File: src/rtl/effect_sequencer.sv
// Audio effect sequencer: queues codec samples in a FIFO and hands them one at a
// time to an external effect over a START/DONE handshake, with bypass and timeout fallback.
module effect_sequencer #(
  parameter int FIFO_DEPTH = 8,
  parameter int TIMEOUT    = 15
) (
  input  logic               CLK,
  input  logic               RESET,
  input  logic               in_valid,
  input  logic signed [15:0] in_sample,
  input  logic               bypass,
  output logic               fx_start,
  output logic signed [15:0] fx_sample,
  input  logic               fx_done,
  input  logic signed [15:0] fx_result,
  output logic               out_valid,
  output logic signed [15:0] out_sample,
  input  logic               out_ready,
  output logic               busy,
  output logic               overflow,
  output logic               timeout_err
);
  localparam int AW = $clog2(FIFO_DEPTH);
  localparam int CW = $clog2(TIMEOUT + 1);
  localparam logic [AW:0]   FULL_CNT = (AW + 1)'(FIFO_DEPTH);
  localparam logic [CW-1:0] TMO_LAST = CW'(TIMEOUT - 1);

  typedef enum logic [1:0] {
    IDLE  = 2'd0,
    ISSUE = 2'd1,
    WAIT  = 2'd2,
    HOLD  = 2'd3
  } state_t;

  state_t             state, state_nxt;
  logic signed [15:0] mem [FIFO_DEPTH];
  logic [AW-1:0]      wr_ptr, rd_ptr;
  logic [AW:0]        count;
  logic signed [15:0] cur;
  logic [CW-1:0]      tmo_cnt;

  logic               full, empty, push, pop, drop;
  logic               out_load, out_clr, tmo_hit, cnt_clr, cnt_inc;
  logic signed [15:0] out_nxt;

  assign full      = (count == FULL_CNT);
  assign empty     = (count == '0);
  // A full FIFO still accepts a sample when the head leaves in the same cycle.
  assign push      = in_valid && !RESET && (!full || pop);
  assign drop      = in_valid && !RESET && full && !pop;
  assign fx_sample = cur;
  assign busy      = (state != IDLE) || !empty;

  // NOTE: every signal driven here is given a default first, so no latch is inferred.
  always_comb begin
    state_nxt = state;
    pop       = 1'b0;
    fx_start  = 1'b0;
    out_load  = 1'b0;
    out_nxt   = cur;
    out_clr   = 1'b0;
    tmo_hit   = 1'b0;
    cnt_clr   = 1'b0;
    cnt_inc   = 1'b0;
    unique case (state)
      IDLE: begin
        if (!empty && !out_valid) begin
          pop       = 1'b1;
          state_nxt = ISSUE;
        end
      end
      ISSUE: begin
        cnt_clr = 1'b1;
        if (bypass) begin
          out_load  = 1'b1;
          state_nxt = HOLD;
        end else begin
          fx_start  = 1'b1;
          state_nxt = WAIT;
        end
      end
      WAIT: begin
        // DONE takes priority over a timeout landing in the same cycle.
        if (fx_done) begin
          out_load  = 1'b1;
          out_nxt   = fx_result;
          state_nxt = HOLD;
        end else if (tmo_cnt == TMO_LAST) begin
          out_load  = 1'b1;
          tmo_hit   = 1'b1;
          state_nxt = HOLD;
        end else begin
          cnt_inc = 1'b1;
        end
      end
      HOLD: begin
        if (out_ready) begin
          out_clr   = 1'b1;
          state_nxt = IDLE;
        end
      end
      default: state_nxt = IDLE;
    endcase
  end

  // NOTE: sequential state uses non-blocking assignments so every flop sees pre-edge values.
  always_ff @(posedge CLK) begin
    if (RESET) begin
      state       <= IDLE;
      wr_ptr      <= '0;
      rd_ptr      <= '0;
      count       <= '0;
      cur         <= '0;
      tmo_cnt     <= '0;
      out_valid   <= 1'b0;
      out_sample  <= '0;
      overflow    <= 1'b0;
      timeout_err <= 1'b0;
    end else begin
      state <= state_nxt;
      if (push) wr_ptr <= wr_ptr + 1'b1;
      if (pop) begin
        rd_ptr <= rd_ptr + 1'b1;
        cur    <= mem[rd_ptr];
      end
      if (push && !pop)      count <= count + 1'b1;
      else if (pop && !push) count <= count - 1'b1;
      if (drop) overflow <= 1'b1;
      if (cnt_clr)      tmo_cnt <= '0;
      else if (cnt_inc) tmo_cnt <= tmo_cnt + 1'b1;
      if (out_load) begin
        out_valid  <= 1'b1;
        out_sample <= out_nxt;
      end else if (out_clr) begin
        out_valid <= 1'b0;
      end
      if (tmo_hit) timeout_err <= 1'b1;
    end
  end

  // NOTE: the sample array is not reset; the cleared pointers and count make stale entries unreachable.
  always_ff @(posedge CLK) begin
    if (push) mem[wr_ptr] <= in_sample;
  end
endmodule

File: config.mk
export PLATFORM = sky130hd
export DESIGN_NAME = effect_sequencer
export DESIGN_NICKNAME = d
export VERILOG_FILES = /design/src/rtl/effect_sequencer.sv
export SDC_FILE = /design/constraint.sdc
export NUM_CORES = 1
export LEC_CHECK = 0
export CAP_MARGIN = 20
export CORE_ASPECT_RATIO = 1.75
export CORE_MARGIN = 10
export CORE_UTILIZATION = 47
export CTS_BUF_LIST = sky130_fd_sc_hd__clkbuf_8 sky130_fd_sc_hd__clkbuf_16
export DETAILED_ROUTE_END_ITERATION = 10
export PLACE_DENSITY = 0.79
export REMOVE_ABC_BUFFERS = 1
export SLEW_MARGIN = 20
export SYNTH_ARGS = -nofsm -noshare
export SYNTH_HDL_FRONTEND = slang
export SYNTH_SLANG_ARGS = --single-unit
File: constraint.sdc
create_clock -name CLK -period 6.2 [get_ports CLK]
set_input_delay 1.24 -clock CLK [delete_from_list [all_inputs] [get_ports CLK]]
set_output_delay 1.24 -clock CLK [all_outputs]
set_load 0.005 [all_outputs]
==> run metrics <==
status=complete, no violations; Req. time, crit path=4.96 ns; # resized after CTS=0; Cell variety after synth=48; vias in the first global route=4,535; clock-pin slew on the worst setup and hold paths=0.06 ns; sequential area share after synthesis=67.46%; TritonCTS Buffers=17; Yosys warnings=0; share of total power in the clock network=29.2%; crit end category=output port; LEAKAGE=2.817 nW; PD cells=402.5 mW/mm2; register share of total power=42.6%; Critical Setup Path Class=input port to output port; IO Pins=75; Yosys top cell area share=53.31%; slowest CP cell=clkdlybuf4s50_1; Max Root-Sink Buffers=2; Hold Crit Class=flop to flop; critical path fanouts, max=2; crit-path most repeated cell=clkdlybuf4s50_1; IO buf count=74; clock sink total=179; count leader, synth=edfxtp_1; largest net degree at the start of global routing=55; routed vias/inst=5.698; Final nets=588; die span in x=113.6 um; HPWL Detailed=10.06 mm; Initial Util=48.12%; CTS root buf=clkbuf_16; post-DR wirelength/cell=20.68 um; fin crit share=57.18%; Skew-Pair Late Insertion Delay=0.42 ns; pre-CTS setup slack=2.244 ns; WP data arrival=2.30 ns; 1st-pass router iterations=4; DRC violations left=0; post-synth top area cell=edfxtp_1; worst-margin pin slew=1.022 ns; core area=0.01499 mm2; Synth Flop Type=edfxtp_1; Setup crit start kind=input port; global-route wire length before repair=23.98 mm; hold_ws=0.4906 ns; setup tns final=0 ns; asr flop ratio synth=0%; Logic pwr share=28.3%; FP Rows=59; final hold vios=0; P&R area growth vs syn=21.17%; crit path cell chain=clkdlybuf4s50_1, nor2b_1, clkdlybuf4s50_1; slew margin rel.=31.61%; Max VDD drop=0.1920 mV; Commonest cells post-synth=edfxtp_1, dfxtp_1, nor2_1; Internal Power=2.402 mW; Die H=183.9 um; syn_area_per_cell=15.64 um2; H-tree levels=4; flops & latches, synth=179; Mapped Cells=461; All-Layer GR Usage=14.72%; Post-DRT Antenna Nets=0; layout cells sized above 1=21.09%; final setup fails=0; sw frac=31.69%; GRT Residual Overflow=0; antenna violations before repair=0; Final Max Tran Viols=0; final worst slack=2.655 ns; Worst Clk Skew=0.01349 ns; Max Clk Rate=0.2821 GHz; drt total wl=15.16 mm; CTS Hold Bufs=0; antenna cells=0; CTS tree=done; Max-Cap Viols=0; Setup Fix Bufs, Post-CTS=0; post-route design area=0.008737 mm2; DRT iter0 DRCs=246; NetSw=1.115 mW; CP max stage delay=0.51 ns; Via Count=4,177; RSZ-0062 raised after global routing=no; min Tclk post-route=3.545 ns; Post-synth EDFFs=128; synth top area cells=edfxtp_1, dfxtp_1, mux4_2, nor2_1, ha_1; Post-Place Cell Area=0.008152 mm2; cell area after synthesis=0.007211 mm2; DIE AREA=0.02089 mm2; Placer Congestion=0.7998
kinds of logic (layout without fill, tap and decap cells):
family | Yosys count | in the layout | synth area share [%]
xor gates and xnor gates | 8 | 8 | 0.9718
buffers and inverters | 36 | 125 | 2.533
DFF | 179 | 179 | 67.46
AOI/OAI and AO/OA | 48 | 48 | 5.917
and+or+nand+nor | 142 | 142 | 10.32
muxes | 35 | 35 | 10.43
adders and majority gates | 13 | 13 | 2.360
cell type report:
| class | instances | area (um2) |
|---|---|---|
| clock inverter | 15 | 160.2 |
| timing repair buffer | 84 | 810.8 |
| multi-input combinational | 246 | 2211 |
| clock buffer | 17 | 425.4 |
| fill | 1102 | 6248 |
| sequential | 179 | 4867 |
| inverter | 9 | 33.78 |
| tap | 183 | 229.0 |
worst paths after layout:
check	from	end	slack (ns)	depth (start not counted)
hold / removal	timeout_err$_SDFFE_PP0P_	timeout_err$_SDFFE_PP0P_	0.49	2
setup / recovery	bypass	fx_start	2.66	3
hold reg to reg	timeout_err$_SDFFE_PP0P_	timeout_err$_SDFFE_PP0P_	0.49	2
setup reg to reg	state[1]$_SDFFE_PP0P_	count[3]$_SDFFE_PP0P_	3.04	12
placed cells by master (no fill, tap or decap), types with 3 or more instances in the layout:
cell type / n
a21oi_1: 4
a311oi_1: 17
a41oi_1: 3
buf_4: 10
clkbuf_16: 17
clkdlybuf4s50_1: 73
clkinv_8: 3
dfxtp_1: 49
edfxtp_1: 128
ha_1: 12
inv_1: 8
inv_8: 5
mux4_2: 32
nand2_1: 27
nand2b_1: 3
nand3_1: 21
nor2_1: 47
nor2b_1: 4
nor3_1: 9
nor3_2: 12
o22ai_1: 5
o22ai_2: 11
xnor2_1: 5
xor2_1: 3
critical path: cells and delay by family:
| family | cells | cell delay, ns |
|---|---|---|
| and+or+nand+nor | 1 | 0.12 |
| buffers and inverters | 2 | 0.94 |
sequential cells by signal, summed over array words and instances, names as in the netlist:
| name | count |
|---|---|
| timeout_err | 1 |
| overflow | 1 |
| out_sample | 16 |
| count | 4 |
| mem | 128 |
| out_valid | 1 |
| fx_sample | 16 |
| tmo_cnt | 4 |
| wr_ptr | 3 |
| rd_ptr | 3 |
| state | 2 |
power groups by stage:
| stage | logic, mW | registers (mW) | clock network (mW) |
|---|---|---|---|
| global placement | 0.956 | 1.51 | 0 |
| detailed placement | 0.994 | 1.52 | 0 |
| floorplan | 0.616 | 1.53 | 0 |
| global route | 1.09 | 1.51 | 1.10 |
| finish | 0.994 | 1.50 | 1.03 |
| CTS | 1.01 | 1.50 | 1.05 |
metal layers:
metal / share of wire, % / track usage [%] / wire, um
met1: 36 / 15.11 / 5487
met2: 57 / 27.43 / 8700
met3: 5.3 / 3.758 / 801
met4: 1.1 / 5.759 / 170
met5: 0 / 0 / 0
metrics by stage:
stage / std cells / total power [mW] / utilization (%)
floorplan: 434 / 2.142 / -
global placement: 701 / 2.471 / 54.40
detailed placement: 701 / 2.518 / 54.40
CTS: 733 / 3.554 / 58.30
global route: 733 / 3.699 / 58.30
finish: 733 / 3.517 / 58.30
(Power assumes the default switching activity.)
